==> src/rtl/pru_pkg.sv <==
// Shared PRU types: shape encoding, packed draw command and command-queue FSM states.
// Used by the PRU, the bus decoder and the command queue.
package pru_pkg;

  typedef enum logic [1:0] {
    RECT   = 2'd0,
    CIRCLE = 2'd1,
    BITMAP = 2'd2,
    RSVD   = 2'd3
  } shape_e;

  typedef struct packed {
    logic [1:0]  color;
    logic [9:0]  row;
    logic [8:0]  col;
    logic [9:0]  width;
    logic [8:0]  height_radius;
    logic [31:0] bitmap_addr;
    shape_e      shape;
    logic        subtract;
  } pru_cmd_t;

  localparam int PRU_CMD_W = $bits(pru_cmd_t);

  typedef enum logic [1:0] {
    IDLE  = 2'd0,
    ISSUE = 2'd1,
    RUN   = 2'd2
  } cmd_q_state_e;

  function automatic logic is_reserved(shape_e s);
    return s == RSVD;
  endfunction

endpackage

==> src/rtl/pru_cmd_queue_if.sv <==
// CPU-side command bus into the PRU command queue: valid/ready handshake plus command fields.
interface pru_cmd_queue_if;

  logic        cmd_valid;
  logic        cmd_ready;
  logic [1:0]  cmd_color;
  logic [9:0]  cmd_row;
  logic [8:0]  cmd_col;
  logic [9:0]  cmd_width;
  logic [8:0]  cmd_height_radius;
  logic [31:0] cmd_bitmap_addr;
  logic [1:0]  cmd_shape;
  logic        cmd_subtract;

  modport master (
    output cmd_valid, cmd_color, cmd_row, cmd_col, cmd_width,
           cmd_height_radius, cmd_bitmap_addr, cmd_shape, cmd_subtract,
    input  cmd_ready
  );

  modport slave (
    input  cmd_valid, cmd_color, cmd_row, cmd_col, cmd_width,
           cmd_height_radius, cmd_bitmap_addr, cmd_shape, cmd_subtract,
    output cmd_ready
  );

endinterface

==> src/rtl/sync_fifo.sv <==
// Single-clock FIFO with wrap-bit pointers; flush clears it and overrides push/pop.
module sync_fifo #(
  parameter int WIDTH = 8,
  parameter int DEPTH = 8
) (
  input  logic                         clk,
  input  logic                         rst,
  input  logic                         push_i,
  input  logic                         pop_i,
  input  logic                         flush_i,
  input  logic [WIDTH-1:0]             wdata_i,
  output logic [WIDTH-1:0]             rdata_o,
  output logic                         full_o,
  output logic                         empty_o,
  output logic [$clog2(DEPTH+1)-1:0]   count_o
);

  localparam int AW = $clog2(DEPTH);

  logic [AW:0]      wr_ptr_q, wr_ptr_d;
  logic [AW:0]      rd_ptr_q, rd_ptr_d;
  logic [WIDTH-1:0] mem_q [DEPTH];
  logic             do_push, do_pop;

  assign empty_o = (wr_ptr_q == rd_ptr_q);
  assign full_o  = (wr_ptr_q[AW] != rd_ptr_q[AW]) &&
                   (wr_ptr_q[AW-1:0] == rd_ptr_q[AW-1:0]);
  assign count_o = wr_ptr_q - rd_ptr_q;
  assign rdata_o = mem_q[rd_ptr_q[AW-1:0]];

  assign do_push = push_i && !full_o && !flush_i;
  assign do_pop  = pop_i && !empty_o && !flush_i;

  // NOTE: every signal written in always_comb gets a default first, so no latch is inferred.
  always_comb begin
    wr_ptr_d = wr_ptr_q;
    rd_ptr_d = rd_ptr_q;
    if (flush_i) begin
      wr_ptr_d = '0;
      rd_ptr_d = '0;
    end else begin
      if (do_push) wr_ptr_d = wr_ptr_q + 1'b1;
      if (do_pop)  rd_ptr_d = rd_ptr_q + 1'b1;
    end
  end

  // NOTE: sequential state uses non-blocking assignments only.
  always_ff @(posedge clk or posedge rst) begin
    if (rst) begin
      wr_ptr_q <= '0;
      rd_ptr_q <= '0;
    end else begin
      wr_ptr_q <= wr_ptr_d;
      rd_ptr_q <= rd_ptr_d;
    end
  end

  // NOTE: storage is not reset; entries are only observable after being written.
  always_ff @(posedge clk) begin
    if (do_push) mem_q[wr_ptr_q[AW-1:0]] <= wdata_i;
  end

endmodule

==> src/rtl/pru_cmd_queue.sv <==
// PRU command front-end: buffers draw commands and issues them one at a time over the
// PRU start/busy/done handshake, holding parameters stable for the whole operation.
module pru_cmd_queue
  import pru_pkg::*;
#(
  parameter int DEPTH = 8
) (
  input  logic                       clk,
  input  logic                       rst,
  pru_cmd_queue_if.slave             cmd_bus,
  input  logic                       flush,
  output logic [1:0]                 color,
  output logic [9:0]                 row,
  output logic [8:0]                 col,
  output logic [9:0]                 width,
  output logic [8:0]                 height_radius,
  output logic [31:0]                bitmap_addr,
  output logic [1:0]                 shape_select,
  output logic                       subtract,
  output logic                       start,
  input  logic                       busy,
  input  logic                       done,
  output logic [$clog2(DEPTH+1)-1:0] queue_count,
  output logic                       idle,
  output logic [15:0]                done_count,
  output logic                       bad_cmd
);

  pru_cmd_t               cmd_in;
  pru_cmd_t               head;
  logic [PRU_CMD_W-1:0]   head_raw;
  logic                   fifo_full, fifo_empty;
  logic                   push, pop;

  cmd_q_state_e           state_q;
  pru_cmd_t               param_q;
  logic                   start_q;
  logic [15:0]            done_cnt_q;
  logic                   bad_cmd_q;

  always_comb begin
    cmd_in.color         = cmd_bus.cmd_color;
    cmd_in.row           = cmd_bus.cmd_row;
    cmd_in.col           = cmd_bus.cmd_col;
    cmd_in.width         = cmd_bus.cmd_width;
    cmd_in.height_radius = cmd_bus.cmd_height_radius;
    cmd_in.bitmap_addr   = cmd_bus.cmd_bitmap_addr;
    cmd_in.shape         = shape_e'(cmd_bus.cmd_shape);
    cmd_in.subtract      = cmd_bus.cmd_subtract;
  end

  // Ready looks only at registered fullness and flush: a same-cycle pop never frees a slot.
  assign cmd_bus.cmd_ready = !fifo_full && !flush;
  assign push              = cmd_bus.cmd_valid && cmd_bus.cmd_ready;
  assign pop               = (state_q == IDLE) && !fifo_empty && !flush;
  assign head              = pru_cmd_t'(head_raw);

  sync_fifo #(
    .WIDTH (PRU_CMD_W),
    .DEPTH (DEPTH)
  ) u_fifo (
    .clk     (clk),
    .rst     (rst),
    .push_i  (push),
    .pop_i   (pop),
    .flush_i (flush),
    .wdata_i (cmd_in),
    .rdata_o (head_raw),
    .full_o  (fifo_full),
    .empty_o (fifo_empty),
    .count_o (queue_count)
  );

  // Flush only clears the queue; an operation already in ISSUE/RUN runs to completion.
  always_ff @(posedge clk or posedge rst) begin
    if (rst) begin
      state_q    <= IDLE;
      param_q    <= '0;
      start_q    <= 1'b0;
      done_cnt_q <= '0;
      bad_cmd_q  <= 1'b0;
    end else begin
      unique case (state_q)
        IDLE: begin
          if (pop) begin
            if (is_reserved(head.shape)) begin
              bad_cmd_q <= 1'b1;
            end else begin
              param_q <= head;
              start_q <= 1'b1;
              state_q <= ISSUE;
            end
          end
        end
        ISSUE: begin
          if (done) begin
            start_q    <= 1'b0;
            done_cnt_q <= done_cnt_q + 16'd1;
            state_q    <= IDLE;
          end else if (busy) begin
            start_q <= 1'b0;
            state_q <= RUN;
          end
        end
        RUN: begin
          if (done) begin
            done_cnt_q <= done_cnt_q + 16'd1;
            state_q    <= IDLE;
          end
        end
        default: begin
          start_q <= 1'b0;
          state_q <= IDLE;
        end
      endcase
    end
  end

  assign color         = param_q.color;
  assign row           = param_q.row;
  assign col           = param_q.col;
  assign width         = param_q.width;
  assign height_radius = param_q.height_radius;
  assign bitmap_addr   = param_q.bitmap_addr;
  assign shape_select  = param_q.shape;
  assign subtract      = param_q.subtract;
  assign start         = start_q;
  assign done_count    = done_cnt_q;
  assign bad_cmd       = bad_cmd_q;
  assign idle          = (state_q == IDLE) && fifo_empty;

endmodule

==> src/flat_wrapper.sv <==
// flat-port wrapper written by rule: the top's interface ports become plain ports
module pru_cmd_queue_flat import pru_pkg::*;
#(
  parameter int DEPTH = 8
)
  (clk, rst, flush, color, row, col, width, height_radius, bitmap_addr, shape_select, subtract, start, busy, done, queue_count, idle, done_count, bad_cmd, cmd_bus_cmd_valid, cmd_bus_cmd_color, cmd_bus_cmd_row, cmd_bus_cmd_col, cmd_bus_cmd_width, cmd_bus_cmd_height_radius, cmd_bus_cmd_bitmap_addr, cmd_bus_cmd_shape, cmd_bus_cmd_subtract, cmd_bus_cmd_ready);
  pru_cmd_queue_if cmd_bus_i ();
  input  logic clk;
  input  logic rst;
  input  logic flush;
  output logic [1:0] color;
  output logic [9:0] row;
  output logic [8:0] col;
  output logic [9:0] width;
  output logic [8:0] height_radius;
  output logic [31:0] bitmap_addr;
  output logic [1:0] shape_select;
  output logic subtract;
  output logic start;
  input  logic busy;
  input  logic done;
  output logic [$clog2(DEPTH+1)-1:0] queue_count;
  output logic idle;
  output logic [15:0] done_count;
  output logic bad_cmd;
  input wire logic [$bits(cmd_bus_i.cmd_valid)-1:0] cmd_bus_cmd_valid;
  input wire logic [$bits(cmd_bus_i.cmd_color)-1:0] cmd_bus_cmd_color;
  input wire logic [$bits(cmd_bus_i.cmd_row)-1:0] cmd_bus_cmd_row;
  input wire logic [$bits(cmd_bus_i.cmd_col)-1:0] cmd_bus_cmd_col;
  input wire logic [$bits(cmd_bus_i.cmd_width)-1:0] cmd_bus_cmd_width;
  input wire logic [$bits(cmd_bus_i.cmd_height_radius)-1:0] cmd_bus_cmd_height_radius;
  input wire logic [$bits(cmd_bus_i.cmd_bitmap_addr)-1:0] cmd_bus_cmd_bitmap_addr;
  input wire logic [$bits(cmd_bus_i.cmd_shape)-1:0] cmd_bus_cmd_shape;
  input wire logic [$bits(cmd_bus_i.cmd_subtract)-1:0] cmd_bus_cmd_subtract;
  output wire logic [$bits(cmd_bus_i.cmd_ready)-1:0] cmd_bus_cmd_ready;
  assign cmd_bus_i.cmd_valid = cmd_bus_cmd_valid;
  assign cmd_bus_i.cmd_color = cmd_bus_cmd_color;
  assign cmd_bus_i.cmd_row = cmd_bus_cmd_row;
  assign cmd_bus_i.cmd_col = cmd_bus_cmd_col;
  assign cmd_bus_i.cmd_width = cmd_bus_cmd_width;
  assign cmd_bus_i.cmd_height_radius = cmd_bus_cmd_height_radius;
  assign cmd_bus_i.cmd_bitmap_addr = cmd_bus_cmd_bitmap_addr;
  assign cmd_bus_i.cmd_shape = cmd_bus_cmd_shape;
  assign cmd_bus_i.cmd_subtract = cmd_bus_cmd_subtract;
  assign cmd_bus_cmd_ready = cmd_bus_i.cmd_ready;
  pru_cmd_queue #(.DEPTH(DEPTH)) u_core (.clk(clk), .rst(rst), .cmd_bus(cmd_bus_i), .flush(flush), .color(color), .row(row), .col(col), .width(width), .height_radius(height_radius), .bitmap_addr(bitmap_addr), .shape_select(shape_select), .subtract(subtract), .start(start), .busy(busy), .done(done), .queue_count(queue_count), .idle(idle), .done_count(done_count), .bad_cmd(bad_cmd));
endmodule
==> config.mk <==
export PLATFORM = sky130hd
export DESIGN_NAME = pru_cmd_queue_flat
export DESIGN_NICKNAME = d
export VERILOG_FILES = /design/src/rtl/pru_pkg.sv /design/src/rtl/pru_cmd_queue_if.sv /design/src/rtl/sync_fifo.sv /design/src/rtl/pru_cmd_queue.sv /design/src/flat_wrapper.sv
export SDC_FILE = /design/constraint.sdc
export NUM_CORES = 1
export LEC_CHECK = 0
export CORE_ASPECT_RATIO = 1.75
export CORE_UTILIZATION = 30
export CTS_CLUSTER_SIZE = 30
export DETAILED_ROUTE_END_ITERATION = 10
export GPL_ROUTABILITY_DRIVEN = 1
export PLACE_DENSITY = 0.52
export SLEW_MARGIN = 15
export SYNTH_ARGS = -nofsm -noshare
export SYNTH_HDL_FRONTEND = slang
export SYNTH_SLANG_ARGS = --single-unit
==> constraint.sdc <==
create_clock -name clk -period 13.8 [get_ports clk]
set_clock_uncertainty 0.2 [all_clocks]
set_input_delay 2.76 -clock clk [delete_from_list [all_inputs] [get_ports clk]]
set_output_delay 2.76 -clock clk [all_outputs]
set_load 0.02 [all_outputs]
**Word level (Yosys, flattened, before mapping)**

Memory sizes are Yosys's and may differ from the RTL's.
Cells that the tools add are included.

- Register bits: 103
- RAM bits: 600
- Input bits: 81
- Output and inout port bits: 99
- Logic and storage cells: 70
- Memories kept: 1

Memories:

| memory | depth | width | rd ports | clocked after memory_dff | wr ports | RTL line | RTL |
|---|---|---|---|---|---|---|---|
| u_core.u_fifo.mem_q | 8 | 75 | 1 | 0 | 1 | sync_fifo.sv:22 | `logic [WIDTH-1:0] mem_q [DEPTH];` |

- Add/sub/neg operators: 4
- Eq/ne operators: 10
- Mux-type cells: 17
- Bitwise logic cells: 2
- Reductions and logical operators: 22

Operators with widths:

| kind | count |
|---|---|
| $add A16 B1 Y16 const B | 1 |
| $mux W4 | 4 |
| $logic_and A1 B1 Y1 | 10 |
| $mux W2 | 5 |
| $add A4 B1 Y4 const B | 2 |
| $reduce_and A4 Y1 | 2 |
| $mux W1 | 6 |
| $ne A2 B2 Y1 const B | 3 |
| $pmux W2 S3 | 1 |
| $reduce_and A3 Y1 | 2 |
| $eq A2 B2 Y1 const B | 2 |
| $eq A4 B4 Y1 | 1 |
| $reduce_bool A2 Y1 | 2 |
| $sub A4 B4 Y4 | 1 |
| $eq A3 B3 Y1 | 1 |
| $logic_not A1 Y1 | 3 |
| $ne A3 B3 Y1 const B | 1 |
| $pmux W1 S3 | 1 |
| $eq A2 B1 Y1 const B | 1 |
| $logic_not A2 Y1 | 1 |
| $not A1 Y1 | 2 |
| $reduce_and A2 Y1 | 1 |
| $reduce_or A2 Y1 | 1 |
| $ne A1 B1 Y1 | 1 |

**Depth between registers and ports, before layout**

Gate-level depths: netlist of run 1.

- Word-level depth: 9
- Gate-level depth with buffers: 13
- Gate-level depth less buffers: 7

**By module**

Synthesis of run 1 repeated with hierarchy kept, for this count alone.

- Cell total of the unflattened synthesis: 1,344
- Area total of the unflattened synthesis: 26,939.6 µm²

Modules (own cells, without submodules):

| module | instances | cells each | area an instance (µm²) | sequential area each (µm²) |
|---|---|---|---|---|
| sync_fifo | 1 | 1,096 | 23,139.7 | 18,217.5 |
| pru_cmd_queue | 1 | 248 | 3,799.9 | 2,377.3 |

**Worst setup path before layout of run 1**

OpenSTA, ideal clock, no wires.

- Path type: input -> register
- Start: input port flush
- End: memory u_core.u_fifo.mem_q[0][0] in the netlist's numbering (enable)
- Setup time: 600 ps
- Data arrival time: 8,802 ps
- Data required time: 13,000 ps
- Path slack: 4,198 ps
- Stages: 4
- Buffers on the path: 1
- Cells stage by stage: clkbuf_1 > a21oi_1 > nand3_1 > nor3_1

- Cells in the longest elaborated chain, start to end: 7

Ends and longest elaborated chain:

| element | RTL line | RTL |
|---|---|---|
| start: declaration | flat_wrapper.sv:10 | `input logic flush;` |
| $logic_not A1 Y1 | pru_cmd_queue.sv:53 | `assign cmd_bus.cmd_ready = !fifo_full && !flush;` |
| $logic_and A1 B1 Y1 | pru_cmd_queue.sv:53 |  |
| net cmd_bus_cmd_ready | flat_wrapper.sv:35 | `output wire logic [$bits(cmd_bus_i.cmd_ready)-1:0] cmd_bus_cmd_ready;` |
| $logic_and A1 B1 Y1 | pru_cmd_queue.sv:54 | `assign push = cmd_bus.cmd_valid && cmd_bus.cmd_ready;` |
| $logic_and A1 B1 Y1 (2 in a row) | sync_fifo.sv:31 | `assign do_push = push_i && !full_o && !flush_i;` |
| $mux W1 | sync_fifo.sv:60 | `if (do_push) mem_q[wr_ptr_q[AW-1:0]] <= wdata_i;` |
| $mux W1 (implied by the code) | sync_fifo.sv:60 |  |
| end: declaration | sync_fifo.sv:22 |  |

The timed path passes the listed nets, and every way through them passes these cells.

**Worst setup path after layout of run 1**

- Start: input port flush
- End: output port cmd_bus_cmd_ready

- Cells in the longest elaborated chain, start to end: 2

Ends and longest elaborated chain:

| element | RTL line |
|---|---|
| $logic_not A1 Y1 | pru_cmd_queue.sv:53 |
| $logic_and A1 B1 Y1 | pru_cmd_queue.sv:53 |
| end: declaration | flat_wrapper.sv:35 |

No other way between the ends.

==> results.yml, run 1 <==
cts:
  cts_hold_buf: 0
  insertion_delay_ns: 0.63
  cts_tree: "yes"
  clockRootBuffer: "clkbuf_16"
  cts_resized: 0
  clock_path_buffers: 3
  postCtsSetupRepairBufs: 0
  htreeDepth: 3
  cts_buffers: 66
  clock-sinks: 703
  cts.clk_slew.worst_paths_ns: 0.06
floorplanning:
  dieArea_um2: 89500
  ios: 180
  die_y_um: 395
  start_util_pct: 30.4
  core-area_um2: 87100
  die_w_um: 227
  rows: 143
layout:
  area_growth_pct: 20.2
  final_nets: 1560
  drive_gt1_share_pct: 18.8
  utilization_pct: 36.5
  n_antenna_cell: 0
routing:
  ant_nets: 0
  wl_per_cell_um: 22.0
  vias_per_cell: 4.60
  first_iter_violations: 838
  vias: 12326
  dr.pass1.iters: 5
  drt_drc_violations_left: 0
  drt-total-wl_mm: 58.8
timing:
  slew_viol_final: 0
  timing.fmax_mhz: 135
  final-hold-violation-count: 0
  worstMarginPinSlew_ns: 1.10
  setup_tns_ns: 0
  setup_viol: 0
  fin_crit_ns: 7.39
  relSlewSlack_pct: 26.3
  fin_crit_sh_pct: 53.5
  grt_setup_unrepaired: "false"
job:
  drv_cap: 0
yosys:
  avgSynthCellArea_um2: 21.0
  synth_area_leaders: "edfxtp_1 68%, mux4_2 13%, dfrtp_1 9.7%"
  yosysTopAreaCell: "edfxtp_1"
  yosysWarnings: 0
  ys_seq_elements: 703
  synth_edf_count: 600
  synth_cell_types: 36
  synthCells: 1261
  netlist_area_um2: 26500
  syn_nets: 1353
  ys_seq_area_share_pct: 77.8
  async_flop_share_pct: 14.7
  yosys_most_used_dff: "edfxtp_1"
  synth_top_area_share_pct: 68.0
placement:
  port_buffers: 179
  dp_hpwl_mm: 33.2
  routabilityCongestion: 0.694
global_routing:
  grt_max_degree: 153
  overflow: 0
  grt_pass1_vias: 13551
  grtUsageTotal_pct: 13.5
  antenna_found_initial: 13
  grt_first_pass_wirelength_mm: 88.4
power:
  pwr_density_cell_nw_per_um2: 168
  peakVddDrop_v: 0.0000906
  leakagePower_nw: 10.7
worst_hold_path:
  hold_path.class: "flip-flop to flip-flop"
worst_setup_path:
  crit_arrival_ns: 4.43
  cp-start-kind: "input pin"
  worstSetupEndpointType: "output pin"
  worst-path-max-fanout: 10
  worstPathRequired_ns: 10.84
  criticalPathCategory: "input pin to output pin"
outcome:
  status: "complete, no violations"
## Yosys cell counts, types with 2 or more instances
master / instances
nor3_1: 3
clkbuf_1: 31
a21oi_1: 10
dfrtp_1: 103
a21o_1: 2
inv_1: 13
edfxtp_1: 600
and4_1: 2
ha_1: 10
buf_2: 18
o21ai_1: 9
nor2_1: 20
xor2_1: 6
nand4_1: 5
and3_1: 2
nand3_1: 9
nand2b_1: 3
xnor2_1: 18
mux2i_1: 73
mux4_2: 150
o21ai_0: 65
buf_1: 9
mux2i_4: 2
nand2_1: 84
mux2_2: 3
## layer usage
metal	vias to the layer above	global-route usage, %	wire, µm
met1	6493	16.3	24100
li1	5485	-	-
met4	24	3.85	1120
met2	228	23.4	30700
met3	96	3.51	2790
met5	-	0	149
## critical path: stages
cell and delay, ns:
clkdlybuf4s50_1 0.60, a21oi_1 0.38, clkdlybuf4s50_1 0.68
## area by class of cell
| type | count | area (µm²) |
|---|---|---|
| Clock buffer | 89 | 1860 |
| Clock inverter | 28 | 265 |
| Fill cell | 8061 | 55300 |
| Inverter | 14 | 62.6 |
| Multi-Input combinational cell | 485 | 5640 |
| Sequential cell | 703 | 20600 |
| Tap cell | 1160 | 1450 |
| Timing Repair Buffer | 198 | 1950 |
## registers in the layout (all words and copies together), names as in the netlist, 4 cells and up
name	count
u_core.u_fifo.wr_ptr_q	4
u_core.bitmap_addr	32
u_core.u_fifo.rd_ptr_q	4
u_core.row	10
u_core.height_radius	9
u_core.col	9
u_core.width	10
u_core.u_fifo.mem_q	600
u_core.done_count	16
## cell families after synthesis
| logic type | count (synthesis) | synth area share [%] |
|---|---|---|
| AOI/OAI and AO/OA | 94 | 1.92 |
| and+or+nand+nor | 128 | 2.00 |
| xor gates and xnor gates | 24 | 0.794 |
| buffers and inverters | 73 | 1.15 |
| muxes | 228 | 15.8 |
| adders and majority gates | 11 | 0.548 |
| DFF | 703 | 77.8 |
## per-stage QoR
step	instances	instance area (µm²)	hold slack (ns)	total power [mW]	setup slack, ns
final	2677	31800	0.253	5.36	6.41
after global routing	2677	31800	0.268	5.60	6.29
after CTS	2677	31800	0.258	5.45	6.42
after detailed placement	2560	29700	0.248	3.62	6.43
after global placement	2560	29700	0.248	3.61	6.44
after floorplan	1261	26500	0.291	3.17	4.20
## power by group
part           switching (mW)  internal [mW]
clock                   0.788           1.03
sequential              0.105           2.46
combinational           0.521          0.466
total                    1.41           3.95
## placed cells by master, fill, tap and decap left out, types with 3 or more instances in the layout
cell type          n
dfrtp_1          101
a21oi_1           10
mux4_2           150
o21ai_0           65
clkdlybuf4s50_1  179
nor2_4             6
ha_1              10
inv_6              7
nand4_1            5
edfxtp_1         600
xor2_1             6
bufinv_16          4
o21ai_1            9
xnor2_1           18
clkbuf_16         68
nor2_1            14
clkinv_1           7
clkbuf_8           8
mux2i_1           73
inv_1             12
nand2_1           84
buf_4             18
mux2_2             3
clkinv_2           8
nand2b_1           3
clkbuf_1          13
nand3_1            9
## final timing paths
| kind | startpoint | end | slack, ns | cells past startpoint |
|---|---|---|---|---|
| worst min register to register | u_core.bad_cmd$_DFFE_PP0P_ | u_core.bad_cmd$_DFFE_PP0P_ | 0.25 | 1 |
| worst max-delay path | flush | cmd_bus_cmd_ready | 6.41 | 3 |
| worst min-delay path | u_core.bad_cmd$_DFFE_PP0P_ | u_core.bad_cmd$_DFFE_PP0P_ | 0.25 | 1 |
| min in group asynchronous | rst | u_core.width[0]$_DFFE_PP0P_ | 2.44 | 2 |
| max in group asynchronous | rst | u_core.u_fifo.rd_ptr_q[0]$_DFFE_PP0P_ | 9.83 | 3 |
| worst max register to register | u_core.u_fifo.rd_ptr_q[2]$_DFFE_PP0P_ | u_core.u_fifo.mem_q[2][14]$_DFFE_PP_ | 8.85 | 8 |
Power figures use the tool's default switching activity.
==> run 2: changes to the inputs <==
clock period = 7.55 ns   (was 13.8 ns; I/O delays follow)
==> run 2 against run 1 <==
Clock-buffer cell count decreased by 6. Total power increased by 86%. Sequential share of layout area decreased by 0.42 points. Worst setup slack got worse by 3.8 ns. Sequential cell count unchanged. Critical path depth unchanged. Final area increased by 0.66%. First-iteration DRC count decreased by 11%. Critical path type unchanged. Highest routed layer unchanged. Die area unchanged. Sequential power increased by 83%.
==> results.yml, run 2 (synthesis gave the netlist of run 1 again) <==
cts:
  clock-sinks: 703
  cts_resized: 0
  clock_path_buffers: 3
  postCtsSetupRepairBufs: 0
  cts.clk_slew.worst_paths_ns: 0.06
  insertion_delay_ns: 0.62
  cts_tree: "yes"
  cts_hold_buf: 0
  clockRootBuffer: "clkbuf_16"
  htreeDepth: 3
  cts_buffers: 69
timing:
  fin_crit_sh_pct: 65.3
  timing.fmax_mhz: 203
  relSlewSlack_pct: 27.6
  slew_viol_final: 0
  fin_crit_ns: 4.93
  worstMarginPinSlew_ns: 1.09
  final-hold-violation-count: 0
  whs_ns: 0.277
  setup_tns_ns: 0
  grt_setup_unrepaired: "false"
  setup_viol: 0
worst_setup_path:
  crit_top_cell: "clkdlybuf4s50_1"
  worstPathRequired_ns: 5.84
  r2r_cells: 8
  worstSetupEndpointType: "output pin"
  cpPeakStageDelay_ns: 0.70
  slowest_stage: "clkdlybuf4s50_1"
  crit_arrival_ns: 3.22
  timing.critical_path.cells: "clkdlybuf4s50_1 -> a21oi_1 -> clkdlybuf4s50_1"
  criticalPathCategory: "input pin to output pin"
  worst-path-max-fanout: 10
  cp-start-kind: "input pin"
floorplanning:
  die_w_um: 227
  rows: 143
  dieArea_um2: 89500
  start_util_pct: 30.4
  ios: 180
  die_y_um: 395
  core-area_um2: 87100
global_routing:
  grt_first_pass_wirelength_mm: 90.1
  antenna_found_initial: 12
  grt_pass1_vias: 13701
  grt_max_degree: 98
  overflow: 0
  grtUsageTotal_pct: 13.9
placement:
  dp_hpwl_mm: 35.4
  dp_cells: 2566
  port_buffers: 179
  routabilityCongestion: 0.724
layout:
  area_growth_pct: 21.0
  layout_common_cells: "600 x edfxtp_1, 179 x clkdlybuf4s50_1, 150 x mux4_2"
  final_common_cell: "edfxtp_1"
  largest_reg_flops: 600
  drive_gt1_share_pct: 19.4
  n_antenna_cell: 0
  instances_no_fill: 2693
  final_nets: 1569
routing:
  first_iter_violations: 745
  ant_nets: 0
  dr.pass1.iters: 5
  drt_drc_violations_left: 0
  vias_per_cell: 4.60
  drt-total-wl_mm: 60.5
  wl_per_cell_um: 22.5
  vias: 12394
power:
  peakVddDrop_v: 0.000152
  pwr_density_cell_nw_per_um2: 312
  leakagePower_nw: 10.8
job:
  drv_cap: 0
worst_hold_path:
  hold_path.class: "flip-flop to flip-flop"
  min_path_cells: 2
outcome:
  status: "complete, no violations"
## run 2: area by class of cell
class / instances / area (µm²)
well taps: 1160 / 1450
fillers: 8080 / 55100
flip-flops and latches: 703 / 20600
multi-input cells: 485 / 5660
clock buffers: 83 / 1830
inverters: 14 / 62.6
repair buffers: 204 / 2000
clock inverters: 44 / 435
## run 2: through the flow
stage | setup slack [ns] | power, mW | cell area (µm²) | util, %
6_report | 2.62 | 9.98 | 32000 | 36.8
4_1_cts | 2.58 | 10.2 | 32000 | 36.8
5_1_grt | 2.50 | 10.4 | 32000 | 36.8
2_1_floorplan | 0.962 | 5.79 | 26500 | -
3_5_place_dp | 2.47 | 6.64 | 29800 | 34.2
3_3_place_gp | 2.42 | 6.62 | 29800 | 34.2
## run 2: per-layer routing
| metal | vias to the layer above | track usage (%) | share of wire, % |
|---|---|---|---|
| met4 | 14 | 4.62 | 2.3 |
| met3 | 95 | 2.93 | 4.7 |
| met1 | 6507 | 16.8 | 41 |
| met2 | 269 | 24.3 | 52 |
| met5 | - | 0 | 0.16 |
| li1 | 5509 | - | - |
## run 2: worst paths after layout
| check | start | endpoint | slack (ns) |
|---|---|---|---|
| worst max-delay path | flush | cmd_bus_cmd_ready | 2.62 |
| min in group asynchronous | rst | u_core.col[4]$_DFFE_PP0P_ | 1.07 |
| max in group asynchronous | rst | u_core.u_fifo.rd_ptr_q[0]$_DFFE_PP0P_ | 4.63 |
| worst min-delay path | u_core.height_radius[3]$_DFFE_PP0P_ | u_core.height_radius[3]$_DFFE_PP0P_ | 0.28 |
| worst max register to register | u_core.u_fifo.rd_ptr_q[2]$_DFFE_PP0P_ | u_core.u_fifo.mem_q[0][60]$_DFFE_PP_ | 3.19 |
| worst min register to register | u_core.height_radius[3]$_DFFE_PP0P_ | u_core.height_radius[3]$_DFFE_PP0P_ | 0.28 |
## run 2: critical path, delay by kind of cell
family | cells | cell delay (ns)
AO/OA/AOI/OAI | 1 | 0.39
buffers and inverters | 2 | 1.33
## run 2: power by group
part / internal (mW) / switching (mW) / total, mW
clock network: 1.99 / 1.49 / 3.48
registers: 4.49 / 0.193 / 4.68
logic: 0.855 / 0.970 / 1.83
